$ cat src/rtl/sc_io_peripheral.sv
// sc_io_peripheral: board-side I/O for the single-cycle computer port interface.
//   Slide switches are synchronized and debounced per bit, then presented as
//   in_port0 = {27'b0, sw[4:0]} and in_port1 = {27'b0, sw[9:5]}.
//   out_port0/out_port1 are clipped to 999, converted to BCD by a sequential
//   shift-add-3 engine (round-robin between the two ports) and shown on
//   active-low seven-segment displays with leading-zero blanking.
// Ports:
//   clock, reset            - rising-edge clock, synchronous active-high reset
//   sw[9:0]                 - raw asynchronous slide switches
//   out_port0/1[31:0]       - CPU output ports (port0 -> hex5..hex3, port1 -> hex2..hex0)
//   in_port0/1[31:0]        - debounced switch values, registered
//   hex0..hex5[6:0]         - segments {g,f,e,d,c,b,a}, 0 = lit
//   update, update_port     - one-cycle pulse when a digit group is written, and which group
module sc_io_peripheral #(
  parameter int unsigned DEBOUNCE_CYCLES = 50000,
  parameter int unsigned CNT_W           = 16
) (
  input  logic        clock,
  input  logic        reset,
  input  logic [9:0]  sw,
  input  logic [31:0] out_port0,
  input  logic [31:0] out_port1,
  output logic [31:0] in_port0,
  output logic [31:0] in_port1,
  output logic [6:0]  hex0,
  output logic [6:0]  hex1,
  output logic [6:0]  hex2,
  output logic [6:0]  hex3,
  output logic [6:0]  hex4,
  output logic [6:0]  hex5,
  output logic        update,
  output logic        update_port
);

  localparam int unsigned SW_W     = 10;
  localparam int unsigned NUM_W    = 32;
  localparam int unsigned BIN_W    = 10;
  localparam int unsigned BCD_W    = 12;
  localparam int unsigned SH_W     = BCD_W + BIN_W;
  localparam int unsigned ITER_W   = 4;
  localparam int unsigned SEG_W    = 7;
  localparam int unsigned MAX_DISP = 999;

  localparam logic [SEG_W-1:0] SEG_BLANK = 7'h7F;

  typedef enum logic [1:0] {
    S_LOAD  = 2'd0,
    S_CONV  = 2'd1,
    S_STORE = 2'd2
  } state_t;

  // Active-low segment pattern for one decimal digit.
  function automatic logic [SEG_W-1:0] seg7(input logic [3:0] d);
    case (d)
      4'd0:    seg7 = 7'h40;
      4'd1:    seg7 = 7'h79;
      4'd2:    seg7 = 7'h24;
      4'd3:    seg7 = 7'h30;
      4'd4:    seg7 = 7'h19;
      4'd5:    seg7 = 7'h12;
      4'd6:    seg7 = 7'h02;
      4'd7:    seg7 = 7'h78;
      4'd8:    seg7 = 7'h00;
      4'd9:    seg7 = 7'h10;
      default: seg7 = SEG_BLANK;
    endcase
  endfunction

  // ---------------------------------------------------------------------------
  // Switch path: 2-flop synchronizer, then an independent debouncer per bit.
  // ---------------------------------------------------------------------------
  logic [SW_W-1:0]  sync1;
  logic [SW_W-1:0]  sync2;
  logic [SW_W-1:0]  stable;
  logic [CNT_W-1:0] db_cnt [SW_W];

  always_ff @(posedge clock) begin
    if (reset) begin
      sync1  <= '0;
      sync2  <= '0;
      stable <= '0;
      for (int i = 0; i < SW_W; i++) begin
        db_cnt[i] <= '0;
      end
    end else begin
      sync1 <= sw;
      sync2 <= sync1;
      for (int i = 0; i < SW_W; i++) begin
        if (sync2[i] == stable[i]) begin
          db_cnt[i] <= '0;
        end else if (db_cnt[i] == CNT_W'(DEBOUNCE_CYCLES - 1)) begin
          stable[i] <= sync2[i];
          db_cnt[i] <= '0;
        end else begin
          db_cnt[i] <= db_cnt[i] + CNT_W'(1);
        end
      end
    end
  end

  // Registered input ports.
  always_ff @(posedge clock) begin
    if (reset) begin
      in_port0 <= '0;
      in_port1 <= '0;
    end else begin
      in_port0 <= {27'd0, stable[4:0]};
      in_port1 <= {27'd0, stable[9:5]};
    end
  end

  // ---------------------------------------------------------------------------
  // Conversion engine: LOAD (1) -> CONV (10) -> STORE (1), alternating ports.
  // ---------------------------------------------------------------------------
  state_t             state;
  state_t             state_n;
  logic               sel;
  logic               sel_n;
  logic [ITER_W-1:0]  iter;
  logic [ITER_W-1:0]  iter_n;
  logic [SH_W-1:0]    sh;
  logic [SH_W-1:0]    sh_n;
  logic [SEG_W-1:0]   hex0_n, hex1_n, hex2_n, hex3_n, hex4_n, hex5_n;
  logic               update_n;
  logic               update_port_n;

  // State register.
  always_ff @(posedge clock) begin
    if (reset) begin
      state <= S_LOAD;
    end else begin
      state <= state_n;
    end
  end

  // Next-state logic.
  always_comb begin
    state_n = state;
    case (state)
      S_LOAD:  state_n = S_CONV;
      S_CONV:  if (iter == ITER_W'(BIN_W - 1)) state_n = S_STORE;
      S_STORE: state_n = S_LOAD;
      default: state_n = S_LOAD;
    endcase
  end

  // Datapath / output next values.
  logic [NUM_W-1:0] port_v;
  logic [BIN_W-1:0] v_clip;
  logic [SH_W-1:0]  adj;
  logic [3:0]       d_hund;
  logic [3:0]       d_tens;
  logic [3:0]       d_ones;

  always_comb begin
    sel_n         = sel;
    iter_n        = iter;
    sh_n          = sh;
    hex0_n        = hex0;
    hex1_n        = hex1;
    hex2_n        = hex2;
    hex3_n        = hex3;
    hex4_n        = hex4;
    hex5_n        = hex5;
    update_n      = 1'b0;
    update_port_n = update_port;
    adj           = sh;

    // Full 32-bit compare so large values clip instead of wrapping.
    port_v = sel ? out_port1 : out_port0;
    v_clip = (port_v > NUM_W'(MAX_DISP)) ? BIN_W'(MAX_DISP) : port_v[BIN_W-1:0];

    d_hund = sh[BIN_W+8 +: 4];
    d_tens = sh[BIN_W+4 +: 4];
    d_ones = sh[BIN_W   +: 4];

    case (state)
      S_LOAD: begin
        sh_n   = {BCD_W'(0), v_clip};
        iter_n = '0;
      end
      S_CONV: begin
        for (int d = 0; d < 3; d++) begin
          if (adj[BIN_W + 4*d +: 4] >= 4'd5) begin
            adj[BIN_W + 4*d +: 4] = adj[BIN_W + 4*d +: 4] + 4'd3;
          end
        end
        sh_n   = {adj[SH_W-2:0], 1'b0};
        iter_n = iter + ITER_W'(1);
      end
      S_STORE: begin
        update_n      = 1'b1;
        update_port_n = sel;
        sel_n         = ~sel;
        if (!sel) begin
          hex5_n = (d_hund == 4'd0) ? SEG_BLANK : seg7(d_hund);
          hex4_n = (d_hund == 4'd0 && d_tens == 4'd0) ? SEG_BLANK : seg7(d_tens);
          hex3_n = seg7(d_ones);
        end else begin
          hex2_n = (d_hund == 4'd0) ? SEG_BLANK : seg7(d_hund);
          hex1_n = (d_hund == 4'd0 && d_tens == 4'd0) ? SEG_BLANK : seg7(d_tens);
          hex0_n = seg7(d_ones);
        end
      end
      default: begin
        sh_n = sh;
      end
    endcase
  end

  // Datapath and output registers.
  always_ff @(posedge clock) begin
    if (reset) begin
      sel         <= 1'b0;
      iter        <= '0;
      sh          <= '0;
      hex0        <= SEG_BLANK;
      hex1        <= SEG_BLANK;
      hex2        <= SEG_BLANK;
      hex3        <= SEG_BLANK;
      hex4        <= SEG_BLANK;
      hex5        <= SEG_BLANK;
      update      <= 1'b0;
      update_port <= 1'b0;
    end else begin
      sel         <= sel_n;
      iter        <= iter_n;
      sh          <= sh_n;
      hex0        <= hex0_n;
      hex1        <= hex1_n;
      hex2        <= hex2_n;
      hex3        <= hex3_n;
      hex4        <= hex4_n;
      hex5        <= hex5_n;
      update      <= update_n;
      update_port <= update_port_n;
    end
  end

endmodule

$ cat config.mk
export PLATFORM = sky130hd
export DESIGN_NAME = sc_io_peripheral
export DESIGN_NICKNAME = d
export VERILOG_FILES = /design/src/rtl/sc_io_peripheral.sv
export SDC_FILE = /design/constraint.sdc
export NUM_CORES = 1
export LEC_CHECK = 0
export BUFFER_PORTS_ARGS = -buffer_cell sky130_fd_sc_hd__buf_2
export CORE_MARGIN = 5
export CORE_UTILIZATION = 55
export CTS_BUF_LIST = sky130_fd_sc_hd__clkbuf_4 sky130_fd_sc_hd__clkbuf_8
export CTS_CLUSTER_DIAMETER = 120
export DETAILED_ROUTE_END_ITERATION = 7
export HOLD_SLACK_MARGIN = 0.05
export MAX_ROUTING_LAYER = met4
export PLACE_DENSITY = 0.76
export SLEW_MARGIN = 20
export SYNTH_ARGS = -nofsm -noshare
export SYNTH_HDL_FRONTEND = slang
export SYNTH_SLANG_ARGS = --single-unit
export TNS_END_PERCENT = 5
$ cat constraint.sdc
create_clock -name clock -period 5.5 [get_ports clock]
set_clock_uncertainty 0.1 [all_clocks]
set_input_delay 0.275 -clock clock [delete_from_list [all_inputs] [get_ports clock]]
set_output_delay 0.275 -clock clock [all_outputs]
set_load 0.02 [all_outputs]
# Word-level counts from Yosys, hierarchy flattened
# Memory sizes are Yosys's and may differ from the RTL's. A register that Yosys moved wholly into a read port is not among the register bits.
# Cells that the tools add are included.
[word_totals] out_inout_bits=108 inputBits=76 ramBits=160 register_bits=153 n_memories=7 mem_bits_ro=672 elab_cells=297
[classes] addsub=14 reduce_logical=17 n_eq_ne=24 magnitude_cmp=4 muxes=164 n_bitwise=41
[mem_list] name="db_cnt" depth=10 width=16 rd=10 rd_clocked_by_memory_dff=0 wr=10 line_no="75" text="logic [CNT_W-1:0] db_cnt [SW_W];"
[mem_list] name="(no name shown)" depth=16 width=7 rd=1 rd_clocked_by_memory_dff=1 wr=0 line_no="54" text="case (d)"
[mem_list] name="(no name shown)" depth=16 width=7 rd=1 rd_clocked_by_memory_dff=1 wr=0 line_no="54"
[mem_list] name="(no name shown)" depth=16 width=7 rd=1 rd_clocked_by_memory_dff=1 wr=0 line_no="54"
[mem_list] name="(no name shown)" depth=16 width=7 rd=1 rd_clocked_by_memory_dff=1 wr=0 line_no="54"
[mem_list] name="(no name shown)" depth=16 width=7 rd=1 rd_clocked_by_memory_dff=1 wr=0 line_no="54"
[mem_list] name="+1 memories"
[ops] op="2-to-1 mux 16 bit" count=30
[ops] op="adder 16 x 1 -> 16 bit (second input constant)" count=10
[ops] op="equality test 16 bit (second input constant)" count=10
[ops] op="2-to-1 mux 1 bit" count=113
[ops] op="case mux 22 bit (2 select lines)" count=1
[ops] op="2-to-1 mux 4 bit" count=10
[ops] op="> comparator 32 x 10 -> 1 bit (second input constant)" count=1
[ops] op="2-to-1 mux 32 bit" count=1
[ops] op="OR 1 bit" count=30
[ops] op="2-to-1 mux 7 bit" count=4
[ops] op="AND reduction 2 bit" count=12
[ops] op=">= comparator 4 x 3 -> 1 bit (second input constant)" count=3
[ops] op="inverter 1 bit" count=11
[ops] op="equality test 1 bit" count=10
[ops] op="2-to-1 mux 10 bit" count=1
[ops] op="adder 4 x 2 -> 4 bit (second input constant)" count=2
[ops] op="zero test 4 bit" count=2
[ops] op="case mux 4 bit (2 select lines)" count=1
[ops] op="adder 4 x 1 -> 4 bit (second input constant)" count=1
[ops] op="equality test 4 bit (second input constant)" count=1
[ops] op="case mux 2 bit (2 select lines)" count=1
[ops] op="adder 3 x 2 -> 3 bit (second input constant)" count=1
[ops] op="2-to-1 mux 3 bit" count=1
[ops] op="equality test 2 x 1 -> 1 bit (second input constant)" count=1
[ops] op="6 further kinds" count=6

# Depth between registers and ports, before layout
# Gate-level depths: netlist of the first run.
[depth] word_depth=7 ltp_mapped=12 ltp_nobuf=12

# Least setup slack after synthesis of the first run
# No wires, ideal clock.
[synth_path] path_kind="reg2reg" start="register sh[19]" end="register (tool-made name)" stages_incl_launch_ff=12 synth_period_minus_slack_ns=2.584 required_ns=5.267 slack_ns=2.916 t_arrival_ns=2.352 path_buffers=0 setup_ns=0.133 cell_sequence="dfxtp_1 > inv_1 > ha_1 > nand2b_1 > a21oi_1 > xnor2_1 > a21o_1 > nand2_1 > ha_1 > or3b_2 > o22ai_1 > nor3_1"
[synth_lines] item="from (decl)" line_no="121" text="logic [SH_W-1:0] sh;"
[synth_lines] item="from (signal assigned)" line_no="228" text="sh <= sh_n;"

==> results of run 1 <==
==> metal layers <==
layer  up-vias  track usage  routed length [um]
li1       5187            -                   -
met1      4726        0.227               11800
met2       227        0.321               13100
met3        53       0.0307                1240
met4         0       0.0653                 608
met5         -            -                   0
==> cells by family after synthesis <==
| logic type | count (synthesis) |
|---|---|
| simple gates | 581 |
| buf+inv | 139 |
| other cells | 2 |
| flops | 287 |
| xor+xnor | 155 |
| compound gates | 137 |
| mux | 24 |
| fa+ha+maj | 32 |
==> sequential cells by signal, indices dropped and copies added, names as in the netlist, 2 cells and up, named ones only <==
name      flops
db_cnt      160
hex0          7
hex1          7
hex2          7
hex3          7
hex4          7
hex5          7
in_port0      5
in_port1      5
iter          4
sh           22
stable       10
state         2
sync1        10
sync2        10
==> layout by cell type (no fill, tap or decap), drive strengths merged, types with 10 or more instances in the layout <==
cell type | netlist | final
o22a | 22 | 22
nand2 | 68 | 68
buf | 79 | 134
nor2 | 232 | 232
nor4 | 20 | 20
nand4 | 30 | 30
nor2b | 33 | 33
clkbuf | 27 | 78
o32a | 14 | 14
edfxtp | 160 | 160
a21oi | 25 | 25
xnor2 | 70 | 70
and4 | 23 | 23
nand3 | 58 | 58
ha | 32 | 32
and3 | 38 | 38
xor2 | 85 | 85
nor3 | 22 | 22
and2 | 13 | 13
o21ai | 17 | 17
conb | 2 | 214
nand2b | 10 | 10
mux2i | 16 | 16
inv | 33 | 34
dlygate4sd3 | 0 | 18
a22oi | 15 | 15
dfxtp | 127 | 127
==> final cells by class <==
type / count / share of cell area
Tap cell: 330 / 0.0249
Inverter: 33 / 0.00746
Clock buffer: 78 / 0.0568
Clock inverter: 10 / 0.00377
Timing Repair Buffer: 152 / 0.0522
Sequential cell: 287 / 0.443
Multi-Input combinational cell: 1143 / 0.412
==> timing repair <==
item	in CTS	in global routing
hold endpoints to repair	22	0
hold buffers	18	0
resized for setup	0	0
==> power by group through the flow <==
stage / Sequential [uW] / Combinational, uW / Clock (uW)
5_1_grt: 2400 / 252 / 2080
3_3_place_gp: 2430 / 205 / 0
2_1_floorplan: 2410 / 192 / 0
4_1_cts: 2390 / 218 / 1980
6_report: 2390 / 222 / 1920
3_5_place_dp: 2430 / 207 / 0
==> worst max-delay path: stages, from the launching register on <==
cell and delay, ns:
dfxtp_1 0.43, inv_1 0.10, ha_1 0.24, nand2b_1 0.14, a21oi_1 0.15, xnor2_1 0.38
a21o_1 0.24, nand2_1 0.12, ha_1 0.27, nor2_1 0.10, nand2_1 0.06, o32ai_1 0.36
a311oi_1 0.10
==> worst max path at each step <==
stage / slack (ns) / end / cells after the start / from
after floorplan: 2.92 / flip-flop / 11 / sh[19]
after global placement: 2.78 / flip-flop / 11 / sh[19]
after detailed placement: 2.66 / flip-flop / 12 / sh[14]
after CTS: 2.62 / flip-flop / 12 / sh[14]
after global routing: 2.33 / flip-flop / 12 / sh[14]
final: 2.56 / flip-flop / 12 / sh[14]
==> stage by stage <==
stage | power (uW) | util | worst slack [ns]
after floorplan | 2610 | - | 2.92
after global placement | 2630 | 0.610 | 2.78
final | 4530 | 0.657 | 2.56
after CTS | 4590 | 0.657 | 2.62
after global routing | 4730 | 0.657 | 2.33
after detailed placement | 2640 | 0.610 | 2.66
==> summary.md, run 1 <==
| Metric | Value |
|---|---|
| Cells after Synth | 1,357 |
| Drt first pass iters | 7 |
| Die Area | 29,100 sq um |
| Power Density | 273 nW/um^2 |
| Min-Delay Startpoint | out_port1[6] |
| Largest net degree at the start of global routing | 52 |
| Internal | 3500 uW |
| Sequential cell area | 7350 sq um |
| Synth top area share | 0.339 |
| Mux cell area share after synthesis | 0.0177 |
| Synth warnings | 0 |
| Antenna viol nets, final | 0 |
| Die W | 171 um |
| Placed inst area | 15,400 sq um |
| Register area share after synthesis | 0.518 |
| Hold EP | sh[6] |
| Fin area | 16,600 sq um |
| Unrepaired setup endpoints after global routing | false |
| XOR/XNOR share of the synthesized area | 0.0958 |
| Wire per inst | 13.2 um |
| Number of global-route vias before repair | 10,200 |
| Skew-Pair Late Insertion Delay | 0.57 ns |
| DRC viols | 0 |
| Synth Area in Adders | 0.0283 |
| Seq cells post-synth | 287 |
| Die H | 171 um |
| Worst-Margin Slew | 0.613 ns |
| Part of the power in registers | 0.527 |
| Crit path launch type | flip-flop |
| Critical R2R Launch | sh[14] |
| Multi-input logic area | 6850 sq um |
| Top post-synthesis cells by count | nor2_1 (232), edfxtp_1 (160), dfxtp_1 (127), xor2_1 (85), xnor2_1 (70) |
| Yosys top cell by area | edfxtp_1 |
| Postcts setup bufs | 0 |
| Data arrival, critical path | 3.26 ns |
| Netlist cell types | 71 |
| Ranking of synthesized cells by area | edfxtp_1 (34%), dfxtp_1 (18%), nor2_1 (6.1%) |
| Final Slew Violations | 0 |
| FMAX | 341 MHz |
| Initial antenna violation count | 0 |
| Clock share of power | 0.424 |
| Required @ worst endpoint | 5.82 ns |
| Fin Hold WS | 0.0869 ns |
| TritonCTS buffer count | 49 |
| First-pass GRT wire length | 45,300 um |
| Clk sinks | 287 |
| Top FF cell, synth | edfxtp_1 |
| GP Congestion | 0.849 |
| WL final | 26,700 um |
| CTS tree | done |
| Tmin final | 2.94 ns |
| Switch Pwr | 1030 uW |
| Cells on Worst Hold Path | 4 |
| Worst-path maximum fanout | 6 |
| Synth Area in Compound Gates | 0.0776 |
| Fillers | 2,058 |
| Reg2Reg Depth | 12 |
| DP HPWL | 19,100 um |
| Number of flops mapped to enable cells by yosys | 160 |
| Top-count cell post-synth | nor2_1 |
| Clock Path Buffers | 3 |
| Ratio of cells with drive above 1 in the final layout | 0.144 |
| Worst Hold Class | in -> reg |
| Largest family of logic cells by synthesized area | simple AND/OR/NAND/NOR gates |
| Initial detailed-routing violation count | 462 |
| Max_cap viols | 0 |
| Setup total negative slack | 0 ns |
| Peak VDD IR | 214 uV |
| Async set or reset register ratio after synthesis | 0 |
| Leakage | 0.00639 uW |
| Placed Cells | 1,927 |
| Core area | 25,300 sq um |
| Starting Density | 0.561 |
| Root Driver | clkbuf_8 |
| Vias/cell | 5.01 |
| Syn-to-layout area delta | 17.1% |
| Clock transition at path regs | 0.06 ns |
| H-Tree Level Count | 2 |
| Crit end category | flip-flop |
| Row cnt | 58 |
| Final hold viol count | 0 |
| Reg2Reg Setup Slack | 2.56 ns |
| Slew Limit Headroom | 0.588 |
| Layout net count | 1,774 |
| Buffers on Ports | 129 |
| Top Ports | 184 |
| GRT Resource Usage Total | 0.188 |
| Syn Area/Cell | 10.4 sq um |
| Count of final setup violators | 0 |
| Kind of critical path | reg -> reg |
| Period utilisation layout | 0.534 |
| Sw frac | 0.228 |
| Mapped Area | 14,200 sq um |
| Number of diodes | 0 |
| GR Overflow Total | 0 |
| Final std cells w/o fill | 2,033 |
| Run status | finished clean |
| Comb pwr share | 0.049 |
| Synth Area in Simple Gates | 0.207 |
| Vias | 10,200 |
Note: power is estimated with default switching activity, not from simulation.
==> run 2, diff against run 1 <==
==> constraint.sdc (replaced) <==
create_clock -name clock -period 3 [get_ports clock]
set_clock_uncertainty 0.1 [all_clocks]
set_input_delay 0.15 -clock clock [delete_from_list [all_inputs] [get_ports clock]]
set_output_delay 0.15 -clock clock [all_outputs]
set_load 0.02 [all_outputs]
==> run 2 against run 1 <==
Net effect: design area is 1.2% higher; largest power group unchanged; highest routed layer unchanged; fmax is 7.0% higher; largest cell class unchanged; critical path depth stayed put.
==> summary.md, run 2 (same netlist as run 1, synthesis figures left out) <==
| Metric | Value |
|---|---|
| Run status | finished clean |
| Tmin final | 2.74 ns |
| Required @ worst endpoint | 3.33 ns |
| Skew-Pair Late Insertion Delay | 0.57 ns |
| Crit-path cells | inv_1 -> ha_1 -> nand2b_1 -> a21oi_2 -> xnor2_2 -> a21o_1 -> nand2_1 -> ha_1 -> nor2_1 -> nand2_1 -> o32ai_1 -> a311oi_1 |
| Vias/cell | 5.03 |
| Period utilisation layout | 0.914 |
| Crit end category | flip-flop |
| Worst-Margin Slew | 0.662 ns |
| Row cnt | 58 |
| Clock transition at path regs | 0.06 ns |
| Antenna viol nets, final | 0 |
| Max_cap viols | 0 |
| DRC viols | 0 |
| GP Congestion | 0.828 |
| Placed inst area | 15,400 sq um |
| GRT Resource Usage Total | 0.190 |
| Most flops, register | db_cnt |
| Most frequent cells in the layout | nor2_1 (232), conb_1 (214), edfxtp_1 (160) |
| Final hold viol count | 0 |
| Number of global-route vias before repair | 10,200 |
| Final Slew Violations | 0 |
| FMAX | 365 MHz |
| Pre-CTS setup slack | 0.180 ns |
| Drt first pass iters | 7 |
| Vias | 10,300 |
| Crit path launch type | flip-flop |
| Worst-path maximum fanout | 6 |
| Setup total negative slack | 0 ns |
| Die Area | 29,100 sq um |
| Leakage | 0.00648 uW |
| Initial detailed-routing violation count | 613 |
| Regs by FF count | db_cnt (160), sh (22) |
| Wire per inst | 13.3 um |
| H-Tree Level Count | 2 |
| Largest net degree at the start of global routing | 37 |
| Setup ws final | 0.257 ns |
| Slowest cell on crit path | dfxtp_1 |
| Top Ports | 184 |
| Worst Hold Class | in -> reg |
| TritonCTS buffer count | 48 |
| Count of final setup violators | 0 |
| Die W | 171 um |
| First-pass GRT wire length | 45,700 um |
| GR Overflow Total | 0 |
| Core area | 25,300 sq um |
| Layout net count | 1,790 |
| Power, Total | 8380 uW |
| Peak VDD IR | 347 uV |
| Starting Density | 0.561 |
| Commonest non-fill, non-tap cell in the layout | nor2_1 |
| Number of diodes | 0 |
| Postcts setup bufs | 0 |
| Initial antenna violation count | 0 |
| Buffers on Ports | 129 |
| DP HPWL | 19,300 um |
| Fin area | 16,800 sq um |
| Ratio of cells with drive above 1 in the final layout | 0.146 |
| Slew Limit Headroom | 0.555 |
| Die H | 171 um |
| Clk sinks | 287 |
| Power Density | 499 nW/um^2 |
| WL final | 27,400 um |
| Crit-path max cell delay | 0.47 ns |
| Clock Path Buffers | 3 |
| Unrepaired setup endpoints after global routing | false |
| Root Driver | clkbuf_8 |
| Data arrival, critical path | 3.07 ns |
| Kind of critical path | reg -> reg |
| CTS tree | done |
| Max reg flops | 160 |
| Fillers | 2,042 |
| Syn-to-layout area delta | 18.5% |
## run 2: changes by cell type in the layout (fill, tap and decap cells not counted), moves of 2 or more
cell	change
clkinv_1	+3
a21oi_2	+2
clkbuf_8	-3
buf_4	+3
xnor2_2	+2
clkbuf_4	+2
clkinv_2	-2
a21oi_1	-2
dlygate4sd3_1	+14
xnor2_1	-2
## run 2: worst paths after layout
kind | to | cells past startpoint | slack (ns) | from
worst max-delay path | flip-flop | 12 | 0.26 | sh[14]
worst min-delay path | sh[0] | 6 | 0.22 | out_port0[8]
worst max register to register | flip-flop | 12 | 0.26 | sh[14]
worst min register to register | sync2[7] | 1 | 0.34 | sync1[7]
## run 2: layout make-up
type / count / area (sq um) / share of cell area
Sequential cell: 287 / 7350 / 0.438
Multi-Input combinational cell: 1143 / 6870 / 0.409
Timing Repair Buffer: 169 / 1030 / 0.0612
Clock buffer: 77 / 916 / 0.0545
Tap cell: 330 / 413 / 0.0246
Inverter: 33 / 124 / 0.00738
Clock inverter: 12 / 95.1 / 0.00566
## run 2: critical path: cells and delay by family, from the launching register on
| family | cells | cell delay (ns) |
|---|---|---|
| buffers and inverters | 1 | 0.11 |
| and+or+nand+nor | 4 | 0.44 |
| xor gates and xnor gates | 1 | 0.25 |
| DFF | 1 | 0.47 |
| adders and majority gates | 2 | 0.49 |
| AOI/OAI and AO/OA | 4 | 0.76 |
## run 2: what timing repair did
item	CTS	global route
endpoints found under the hold margin	43	0
hold buffers	32	0
setup endpoints to repair	0	4
gates resized for setup	0	4
## run 2: stage by stage
stage,hold WS [ns],std cells,utilization
6_report,0.223,2051,0.665
5_1_grt,0.213,2051,0.665
4_1_cts,0.181,2051,0.664
3_5_place_dp,0.265,1930,0.611
3_3_place_gp,0.259,1930,0.611
2_1_floorplan,0.178,1569,-
## run 2: layer usage
layer  global-route usage  vias to the layer above  part of all wire
li1                     -                     5211                 -
met1                0.229                     4802              0.44
met2                0.321                      241              0.49
met3               0.0354                       72             0.048
met4               0.0684                        0             0.028
met5                    -                        -                 0
## run 2: power by group
| part | internal (uW) | total [uW] | switching, uW |
|---|---|---|---|
| Combinational | 172 | 425 | 254 |
| Clock | 2030 | 3570 | 1540 |
| Sequential | 4270 | 4380 | 114 |
| Total | 6470 | 8380 | 1910 |
